File: config.mk
export PLATFORM = sky130hd
export DESIGN_NAME = cla_addsub_pipe
export DESIGN_NICKNAME = d
export VERILOG_FILES = /design/src/rtl/cla_addsub_pipe.sv
export SDC_FILE = /design/constraint.sdc
export NUM_CORES = 1
export LEC_CHECK = 0
export CAP_MARGIN = 20
export CORE_AREA = 5 5 82 84
export DETAILED_ROUTE_END_ITERATION = 6
export DIE_AREA = 0 0 87 89
export PLACE_DENSITY = 0.77
export SYNTH_ARGS = -nofsm -noshare
export SYNTH_HDL_FRONTEND = slang
export SYNTH_SLANG_ARGS = --single-unit
File: constraint.sdc
create_clock -name clk -period 4.4 [get_ports clk]
set_input_delay 1.32 -clock clk [delete_from_list [all_inputs] [get_ports clk]]
set_output_delay 1.32 -clock clk [all_outputs]
set_load 0.005 [all_outputs]
File: src/rtl/cla_addsub_pipe.sv
// rtl/cla_addsub_pipe.sv - pipelined carry-lookahead add/sub, one GROUP-bit group resolved per stage
// Optional clamp-on-overflow enabled by defining CLA_SATURATE_EN.
module cla_addsub_pipe #(
   parameter int WIDTH = 12,
   parameter int GROUP = 4
) (
   input  logic             clk,
   input  logic             rst_n,
   input  logic             in_valid,
   output logic             in_ready,
   input  logic [WIDTH-1:0] a,
   input  logic [WIDTH-1:0] b,
   input  logic             op,
   input  logic             cin,
   output logic             out_valid,
   input  logic             out_ready,
   output logic [WIDTH-1:0] result,
   output logic             flag_n,
   output logic             flag_z,
   output logic             flag_c,
   output logic             flag_v
);
   localparam int NG = WIDTH / GROUP;
   localparam int NM = (NG > 1) ? NG - 1 : 1;

   // Intermediate stages carry operands, partial sum and group carry-out.
   logic [NG-1:0]    vld_q, vld_d;
   logic [WIDTH-1:0] ma_q [NM];
   logic [WIDTH-1:0] ma_d [NM];
   logic [WIDTH-1:0] mb_q [NM];
   logic [WIDTH-1:0] mb_d [NM];
   logic [WIDTH-1:0] ms_q [NM];
   logic [WIDTH-1:0] ms_d [NM];
   logic [NM-1:0]    mc_q, mc_d;
   logic [WIDTH-1:0] res_q, res_d;
   logic             fn_q, fn_d, fz_q, fz_d, fc_q, fc_d, fv_q, fv_d;

   logic             advance, accept;
   logic [WIDTH-1:0] sa [NG];
   logic [WIDTH-1:0] sb [NG];
   logic [WIDTH-1:0] ss [NG];
   logic [NG-1:0]    sc_in, sc_out, sv;
   logic             carry, p, g, cmsb, vflag;
   logic [WIDTH-1:0] sum_c;

   always_comb begin
      advance = !vld_q[NG-1] || out_ready;
      accept  = in_valid && advance;

      sa[0]    = a;
      sb[0]    = op ? ~b : b;
      ss[0]    = '0;
      sc_in[0] = op | cin;
      sv[0]    = accept;
      for (int k = 1; k < NG; k++) begin
         sa[k]    = ma_q[k-1];
         sb[k]    = mb_q[k-1];
         ss[k]    = ms_q[k-1];
         sc_in[k] = mc_q[k-1];
         sv[k]    = vld_q[k-1];
      end

      cmsb  = 1'b0;
      carry = 1'b0;
      p     = 1'b0;
      g     = 1'b0;
      for (int k = 0; k < NG; k++) begin
         carry = sc_in[k];
         for (int i = 0; i < GROUP; i++) begin
            p = sa[k][k*GROUP+i] ^ sb[k][k*GROUP+i];
            g = sa[k][k*GROUP+i] & sb[k][k*GROUP+i];
            ss[k][k*GROUP+i] = p ^ carry;
            if (k*GROUP + i == WIDTH - 1) cmsb = carry;
            carry = g | (p & carry);
         end
         sc_out[k] = carry;
      end

      sum_c = ss[NG-1];
      vflag = sc_out[NG-1] ^ cmsb;
`ifdef CLA_SATURATE_EN
      // Carry into MSB without carry out means the true result was positive.
      if (vflag)
         sum_c = cmsb ? {1'b0, {(WIDTH-1){1'b1}}} : {1'b1, {(WIDTH-1){1'b0}}};
`endif

      for (int k = 0; k < NM; k++) begin
         ma_d[k] = ma_q[k];
         mb_d[k] = mb_q[k];
         ms_d[k] = ms_q[k];
      end
      mc_d  = mc_q;
      vld_d = vld_q;
      res_d = res_q;
      fn_d  = fn_q;
      fz_d  = fz_q;
      fc_d  = fc_q;
      fv_d  = fv_q;

      if (advance) begin
         for (int k = 0; k < NG - 1; k++) begin
            ma_d[k]  = sa[k];
            mb_d[k]  = sb[k];
            ms_d[k]  = ss[k];
            mc_d[k]  = sc_out[k];
            vld_d[k] = sv[k];
         end
         vld_d[NG-1] = sv[NG-1];
         res_d = sum_c;
         fn_d  = sum_c[WIDTH-1];
         fz_d  = (sum_c == '0);
         fc_d  = sc_out[NG-1];
         fv_d  = vflag;
      end
   end

   always_ff @(posedge clk) begin
      if (!rst_n) begin
         vld_q <= '0;
         for (int k = 0; k < NM; k++) begin
            ma_q[k] <= '0;
            mb_q[k] <= '0;
            ms_q[k] <= '0;
         end
         mc_q  <= '0;
         res_q <= '0;
         fn_q  <= 1'b0;
         fz_q  <= 1'b0;
         fc_q  <= 1'b0;
         fv_q  <= 1'b0;
      end else begin
         vld_q <= vld_d;
         for (int k = 0; k < NM; k++) begin
            ma_q[k] <= ma_d[k];
            mb_q[k] <= mb_d[k];
            ms_q[k] <= ms_d[k];
         end
         mc_q  <= mc_d;
         res_q <= res_d;
         fn_q  <= fn_d;
         fz_q  <= fz_d;
         fc_q  <= fc_d;
         fv_q  <= fv_d;
      end
   end

   assign in_ready  = advance;
   assign out_valid = vld_q[NG-1];
   assign result    = res_q;
   assign flag_n    = fn_q;
   assign flag_z    = fz_q;
   assign flag_c    = fc_q;
   assign flag_v    = fv_q;

endmodule

== Word-level counts from Yosys, hierarchy flattened ==
Memory sizes are Yosys's and may differ from the RTL's.
Index checks and enable logic that the tools add are counted.

* Register bits after elaboration: 21
* Logic and storage cells: 95
* Output and inout port bits: 18
* Memories: 3
* Input bits: 30
* RAM bits: 72

{| class="wikitable"
|+ Memory list
! name !! words !! bits a word !! rd ports !! clocked after Yosys merged registers in !! write ports !! line !! text
|-
| ma_q || 2 || 12 || 2 || 0 || 2 || 28 || <nowiki>logic [WIDTH-1:0] ma_q [NM];</nowiki>
|-
| mb_q || 2 || 12 || 2 || 0 || 2 || 30 || <nowiki>logic [WIDTH-1:0] mb_q [NM];</nowiki>
|-
| ms_q || 2 || 12 || 2 || 0 || 2 || 32 || <nowiki>logic [WIDTH-1:0] ms_q [NM];</nowiki>
|}

* Muxes and demuxes: 12
* Bitwise gates (word level): 69
* Reduce and logical (&&, ||, !) cells: 4

{| class="wikitable"
|+ Operators by type and width
! kind !! number
|-
| $mux 12 || 7
|-
| $mux 24 || 3
|-
| $xor 1x1->1 || 25
|-
| $and 1x1->1 || 24
|-
| $or 1x1->1 || 19
|-
| $logic_not 12->1 || 1
|-
| $not 12->12 || 1
|-
| $mux 1 || 2
|-
| $logic_and 1x1->1 || 1
|-
| $logic_not 1->1 || 1
|-
| $logic_or 1x1->1 || 1
|}

== Longest topological paths before layout ==
Gate-level depths: netlist (run 1).

* Depth after elaboration: 12
* Gate-level depth with buffers: 10
* Mapped depth without buffers: 10

== Worst setup path before layout (run 1) ==
OpenSTA, ideal clock, no wires.

* Path kind: input to register
* Start point: input port op
* End point: memory ms_q[0][3]
* Path buffers: 2
* Setup time: 0.116 ns
* Cell stages on the path: 10
* Slack: 0.840 ns
* Arrival time: 3.444 ns
* Data required time: 4.284 ns
* Cells stage by stage: buf_4 buf_6 xnor2_1 fa_1 fa_1 fa_1 inv_1 fa_1 nand2_1 a21boi_1

{| class="wikitable"
|+ RTL lines
! what !! line !! text
|-
| start: declaration || 13 || <nowiki>input logic op,</nowiki>
|-
| end: declaration || 32 ||
|}

== Final worst setup path (run 1) ==
* Start point: input port out_ready
* End point: output port in_ready

* Cells in the longest elaborated chain, start to end: 1

{| class="wikitable"
|+ RTL lines
! what !! line !! text
|-
| start: declaration || 16 || <nowiki>input logic out_ready,</nowiki>
|-
| $logic_or 1x1->1 || 47 || <nowiki>advance = !vld_q[NG-1] || out_ready;</nowiki>
|-
| end: declaration || 10 || <nowiki>output logic in_ready,</nowiki>
|}

Every way passes these cells.

==> results by group, run 1 <==
Floorplan
  – Number of I/O pins: between 40 and 50
  – Site Rows: 28
  – Chip Width: roughly 87 um
  – Initial core utilization: 0.4373
  – Die area: approximately 7700 sq um
  – Core area: 5851 sq um
  – Die Ht: a little under 90 um

Critical path
  – Critical path's slowest cell: clkdlybuf4s50_1
  – Crit path DAT: between 2000 and 2500 ps
  – WP buf/inv: 3
  – CP delay by family, top: buffers and inverters
  – Element type at the critical path end: output pin
  – Cell Chain, Critical Path: clkdlybuf4s50_1 -> nor2b_4 -> inv_4 -> clkdlybuf4s50_1
  – Critical path launch point type: input pin
  – Worst setup path class: in2out
  – Delay of the slowest cell on the worst path: about 500 ps
  – Top cell by count, worst path: clkdlybuf4s50_1
  – CP Max Fanout: 2
  – Worst EP required: 3080 ps

CTS
  – Setup bufs post-CTS: 0
  – Clock Pin Slew Worst Setup and Hold Paths: roughly 90 ps
  – H-tree Lvls: 2
  – Worst-Skew Late Latency: ~300 ps
  – CTS tree: built
  – Sink Count: 56
  – Post_cts resized: 0
  – CTS root buf: clkbuf_8
  – Cts hold-fix bufs: 0
  – CTS Buf Count: 5
  – Clock Tree Buf Depth: 2

Power and ir drop
  – Clock network power share: 0.274
  – Sw Share: 0.2500
  – VDD IR-drop max: ~0.23 mV
  – P_int: between 0.7 and 0.8 mW
  – Sequential Power Share: 0.557
  – Static power due to leakage: 1.352 nW
  – Switching Power: 0.2578 mW
  – Power Density: roughly 330 nW/um^2
  – Gate power share: 0.169

Placement
  – Final RePlAce weighted congestion: slightly below 0.8
  – DP HPWL: 3.621 mm
  – I/O Buffers: 47

Route
  – Vias per cell: 4.866
  – WL/cell: 12.76 um
  – DRC violation total after the first TritonRoute iteration: about 150
  – DRC: 0
  – Drt pass-1 iters: 4
  – Drt total wl: ~5 mm
  – Vias: 1893
  – Antenna-violating nets left: 0

Synth
  – Post-synth EDFFs: 0
  – Avg Cell Area, Syn: between 9 and 10 sq um
  – Async set-or-reset flop fraction in the synthesized netlist: 0
  – Post-synth cell types: 21
  – Post-Syn Instances: roughly 280
  – Sequential area share after synthesis: 0.4381
  – Synth Warn #: 0
  – Net Count, Synth: between 300 and 400
  – Synth Register Bits: 56
  – Synth Flop Type: dfxtp_1
  – Synthesized area: 2559 sq um

Timing
  – Highest clock rate: ~0.27 GHz
  – WHS: around 450 ps
  – Max Slew Vio Count: 0
  – Worst slew margin: 0.4304
  – Final Hold Viols: 0
  – Setup TNS: 0 ps
  – Worst-margin pin slew: 851.8 ps
  – Fin crit period: between 3000 and 4000 ps
  – Unrepaired setup endpoints after global routing: no
  – Period utilization: 0.8533
  – Final setup violation count: 0
  – Clk_skew: between 7 and 8 ps

Final layout
  – Commonest non-fill, non-tap cell in the layout: nand2_1
  – Share of cells above drive strength 1: 0.04459
  – Commonest non-fill, non-tap cells in the layout: nand2_1 (91), dfxtp_1 (56), clkdlybuf4s50_1 (47), a21boi_1 (37), inv_1 (18)
  – ANT cells: 0
  – Area grow syn2layout: 20.88%
  – Fillers: roughly 540
  – Nets@finish: 355

Global routing
  – Global route overflow: 0
  – Initial antenna violation count: 0
  – Tot GR Track Use: 0.1408
  – Largest net degree at the start of global routing: between 70 and 80
  – Vias in the first global route: roughly 1900
  – First-pass GRT wire length: 8.625 mm

Flow run
  – Max-cap violations: 0

Worst hold path
  – Worst hold-check path type: reg2reg

Run status
  – Outcome: complete, no violations
## power by group through the flow
| stage | registers [mW] | logic (mW) | clock network, mW |
|---|---|---|---|
| floorplan | 0.580 | 0.110 | 0 |
| global placement | 0.585 | 0.172 | 0 |
| detailed placement | 0.587 | 0.176 | 0 |
| CTS | 0.576 | 0.178 | 0.293 |
| global route | 0.581 | 0.200 | 0.316 |
| finish | 0.575 | 0.174 | 0.283 |
## final cells by class
class	count	area [sq um]	share of cell area
clock buffer	6	82.58	0.02670
clock inverter	2	10.01	0.003236
inverter	19	73.82	0.02387
multi-input combinational	180	1211	0.3916
sequential	56	1121	0.3625
tap	75	93.84	0.03034
timing repair buffer	51	500.5	0.1618
## metrics by stage
step	instance area, sq um	utilization	power (mW)	setup WS, ps	instances
after floorplan	2559	-	0.6901	840.0	275
after global placement	3000	0.5128	0.7565	529.1	381
after detailed placement	3000	0.5128	0.7637	488.0	381
after CTS	3093	0.5287	1.046	629.2	389
after global routing	3093	0.5287	1.097	599.1	389
final	3093	0.5287	1.031	645.3	389
## cell families after synthesis
| group | Yosys count | synth area share |
|---|---|---|
| simple gates | 99 | 0.1550 |
| compound gates | 56 | 0.1800 |
| flops | 56 | 0.4381 |
| buf+inv | 39 | 0.08851 |
| xor+xnor | 13 | 0.04450 |
| fa+ha+maj | 12 | 0.09389 |
## per-layer routing
metal	share of wire	up-vias	wire (um)	track usage
li1	-	947	-	-
met4	0.011	0	53	0.03824
met2	0.52	30	2562	0.2484
met3	0.046	7	227	0.03226
met5	0	-	0	0
met1	0.43	909	2121	0.1729
## worst paths after layout
kind / slack, ps / depth (start not counted) / start / endpoint
setup / recovery: 650 / 4 / out_ready / in_ready
hold / removal: 450 / 2 / result[7] / result[7]
setup reg to reg: 2060 / 10 / mc_q[1] / flag_v
hold reg to reg: 450 / 2 / result[7] / result[7]
## Yosys cell counts (2+ instances only)
cell type  number  share of area
xnor2_1        12          0.041
dfxtp_1        56           0.44
fa_1           12          0.094
buf_4           5          0.015
o211a_1        17          0.067
inv_1          18          0.026
buf_6           7          0.031
buf_2           5         0.0098
a21boi_1       37           0.11
nand2_1        91           0.13
nor2_1          2         0.0029
nand3_1         2         0.0039
clkbuf_1        3         0.0044
## worst min-delay path, stage by stage, from the launching register on
cell and delay (ps):
dfxtp_1 320, nand2_1 50, a21boi_1 50
## sequential cells by signal, summed over array words and instances, names as in the netlist
| signal | cells |
|---|---|
| ma_q | 12 |
| flag_v | 1 |
| ms_q | 12 |
| mb_q | 12 |
| flag_c | 1 |
| mc_q | 2 |
| vld_q | 3 |
| result | 12 |
| flag_z | 1 |
(Power assumes the default switching activity.)
==> inputs of run 2 (changes only) <==
--- a/config.mk
+++ b/config.mk
@@ -9,6 +9,7 @@
 export CORE_AREA = 5 5 82 84
 export DETAILED_ROUTE_END_ITERATION = 6
 export DIE_AREA = 0 0 87 89
+export MAX_ROUTING_LAYER = met4
 export PLACE_DENSITY = 0.77
 export SYNTH_ARGS = -nofsm -noshare
 export SYNTH_HDL_FRONTEND = slang
==> run 2 against run 1 <==
  * Sequential share of layout area stayed put
  * Largest power group unchanged
  * Die area did not move
  * Clock skew shrank 1.1 ps
  * Final cell count is the same
==> results by group, run 2 (synthesis results as in run 1) <==
Floorplan
  – Initial core utilization: 0.4373 (unchanged)
  – Core area: 5851 sq um (unchanged)
  – Number of I/O pins: 48 (unchanged)
  – Die Ht: 89 um (unchanged)
  – Chip Width: 87 um (unchanged)
  – Site Rows: 28 (unchanged)
  – Die area: 7743 sq um (unchanged)

Critical path
  – CP delay by family, top: buffers and inverters
  – WP buf/inv: 3 (unchanged)
  – Delay of the slowest cell on the worst path: 500 ps (about the same)
  – Crit path DAT: 2430 ps (about the same)
  – Worst setup path class: in2out
  – Critical path launch point type: input pin
  – Element type at the critical path end: output pin
  – Worst EP required: 3080 ps (about the same)
  – CP Max Fanout: 2 (unchanged)
  – Top cell by count, worst path: clkdlybuf4s50_1
  – Cell Chain, Critical Path: clkdlybuf4s50_1 -> nor2b_4 -> inv_4 -> clkdlybuf4s50_1
  – Critical path's slowest cell: clkdlybuf4s50_1

Route
  – Vias per cell: 4.884 (+0.37%)
  – Drt pass-1 iters: 4 (unchanged)
  – DRC violation total after the first TritonRoute iteration: 145 (-4.6%)
  – DRC: 0 (unchanged)
  – Drt total wl: 4.994 mm (+0.58%)
  – Vias: 1900 (+0.37%)
  – Antenna-violating nets left: 0 (unchanged)
  – WL/cell: 12.84 um (+0.58%)

Placement
  – Final RePlAce weighted congestion: 0.7884 (+1.4%)
  – DP HPWL: 3.621 mm (unchanged)
  – DP Worst Slack: 488.0 ps (unchanged)
  – I/O Buffers: 47 (unchanged)

Timing
  – Final setup violation count: 0 (unchanged)
  – Max Slew Vio Count: 0 (unchanged)
  – Final WS setup: 645.3 ps (+0.01200 ps)
  – Final Hold Viols: 0 (unchanged)
  – Worst slew margin: 0.4333 (+0.002894)
  – Fin crit period: 3755 ps (-0.01200 ps)
  – Highest clock rate: 0.2663 GHz (unchanged)
  – Period utilization: 0.8533 (about the same)
  – Setup TNS: 0 ps (unchanged)
  – Unrepaired setup endpoints after global routing: no
  – Clk_skew: 6.187 ps (-1.099 ps)
  – Worst-margin pin slew: 847.4 ps (-4.327 ps)

Global routing
  – First-pass GRT wire length: 8.659 mm (+0.39%)
  – Global route overflow: 0 (unchanged)
  – Initial antenna violation count: 0 (unchanged)
  – Tot GR Track Use: 0.1456 (+0.004750)
  – Vias in the first global route: 1898 (+0.16%)
  – Largest net degree at the start of global routing: 73 (unchanged)

Worst hold path
  – Worst hold-check path type: reg2reg

Flow run
  – Max-cap violations: 0 (unchanged)

CTS
  – Clock Pin Slew Worst Setup and Hold Paths: 90 ps (about the same)
  – CTS root buf: clkbuf_8
  – CTS Buf Count: 5 (unchanged)
  – Worst-Skew Late Latency: 300 ps (about the same)
  – Sink Count: 56 (unchanged)
  – Cts hold-fix bufs: 0 (unchanged)
  – Post_cts resized: 0 (unchanged)
  – Clock Tree Buf Depth: 2 (unchanged)
  – H-tree Lvls: 2 (unchanged)
  – Setup bufs post-CTS: 0 (unchanged)
  – CTS tree: built

Power and ir drop
  – VDD IR-drop max: 0.2279 mV (-0.49%)
  – P_int: 0.7735 mW (about the same)
  – Switching Power: 0.2568 mW (-0.39%)
  – Sequential Power Share: 0.558 (about the same)
  – Tot Pwr: 1.030 mW (about the same)
  – Clock network power share: 0.273 (about the same)
  – Sw Share: 0.2493 (-0.0007565)
  – Power Density: 333.1 nW/um^2 (about the same)
  – Gate power share: 0.169 (about the same)
  – Static power due to leakage: 1.352 nW (unchanged)

Final layout
  – ANT cells: 0 (unchanged)
  – Share of cells above drive strength 1: 0.04459 (unchanged)
  – Fillers: 537 (unchanged)
  – Nets@finish: 355 (unchanged)
  – Area grow syn2layout: 20.88% (unchanged)
  – Commonest non-fill, non-tap cell in the layout: nand2_1
  – Footprint of the multi-input gates: 1211 sq um (unchanged)
  – Sequential Area: 1121 sq um (unchanged)
  – Commonest non-fill, non-tap cells in the layout: nand2_1 (91), dfxtp_1 (56), clkdlybuf4s50_1 (47), a21boi_1 (37), inv_1 (18)

Run status
  – Outcome: complete, no violations
## run 2: cell counts in the layout (fill, tap and decap cells not counted)
Identical to the previous run, type by type.
## run 2: final timing paths
check                  from   endpoint  slack [ps]  depth (start not counted)
setup / recovery  out_ready   in_ready         650                          4
hold / removal    result[7]  result[7]         450                          2
setup reg to reg    mc_q[1]     flag_v        2060                         10
hold reg to reg   result[7]  result[7]         450                          2
## run 2: per-layer routing
| layer | global-route usage | up-vias | part of all wire |
|---|---|---|---|
| li1 | - | 948 | - |
| met2 | 0.2471 | 32 | 0.50 |
| met1 | 0.1757 | 913 | 0.44 |
| met4 | 0.03824 | 0 | 0.011 |
| met5 | - | - | 0 |
| met3 | 0.03134 | 7 | 0.045 |
## run 2: worst min-delay path, cell delays in order, from the launching register on
cell and delay (ps):
dfxtp_1 320, nand2_1 50, a21boi_1 50
## run 2: cell type report
cell class,count,area share
clock buffer,6,0.02670
inverter,19,0.02387
multi-input combinational,180,0.3916
timing repair buffer,51,0.1618
clock inverter,2,0.003236
tap,75,0.03034
sequential,56,0.3625
## run 2: power groups by stage
stage          Clock (mW)  Combinational (mW)  Sequential, mW
2_1_floorplan           0               0.110           0.580
3_3_place_gp            0               0.172           0.585
3_5_place_dp            0               0.176           0.587
4_1_cts             0.293               0.178           0.576
5_1_grt             0.316               0.201           0.581
6_report            0.281               0.174           0.575
## run 2: through the flow
stage	instance area, sq um	hold WS [ps]	util	cells
6_report	3093	453.4	0.5287	389
3_5_place_dp	3000	444.0	0.5128	381
4_1_cts	3093	456.2	0.5287	389
5_1_grt	3093	474.8	0.5287	389
2_1_floorplan	2559	430.7	-	275
3_3_place_gp	3000	438.2	0.5128	381
==> inputs of run 3 (changes only) <==
--- a/config.mk
+++ b/config.mk
@@ -5,7 +5,6 @@
 export SDC_FILE = /design/constraint.sdc
 export NUM_CORES = 1
 export LEC_CHECK = 0
-export CAP_MARGIN = 20
 export CORE_AREA = 5 5 82 84
 export DETAILED_ROUTE_END_ITERATION = 6
 export DIE_AREA = 0 0 87 89
==> results of run 3 <==
No change in the layout: final DEF, timing and power equal those of run 2.
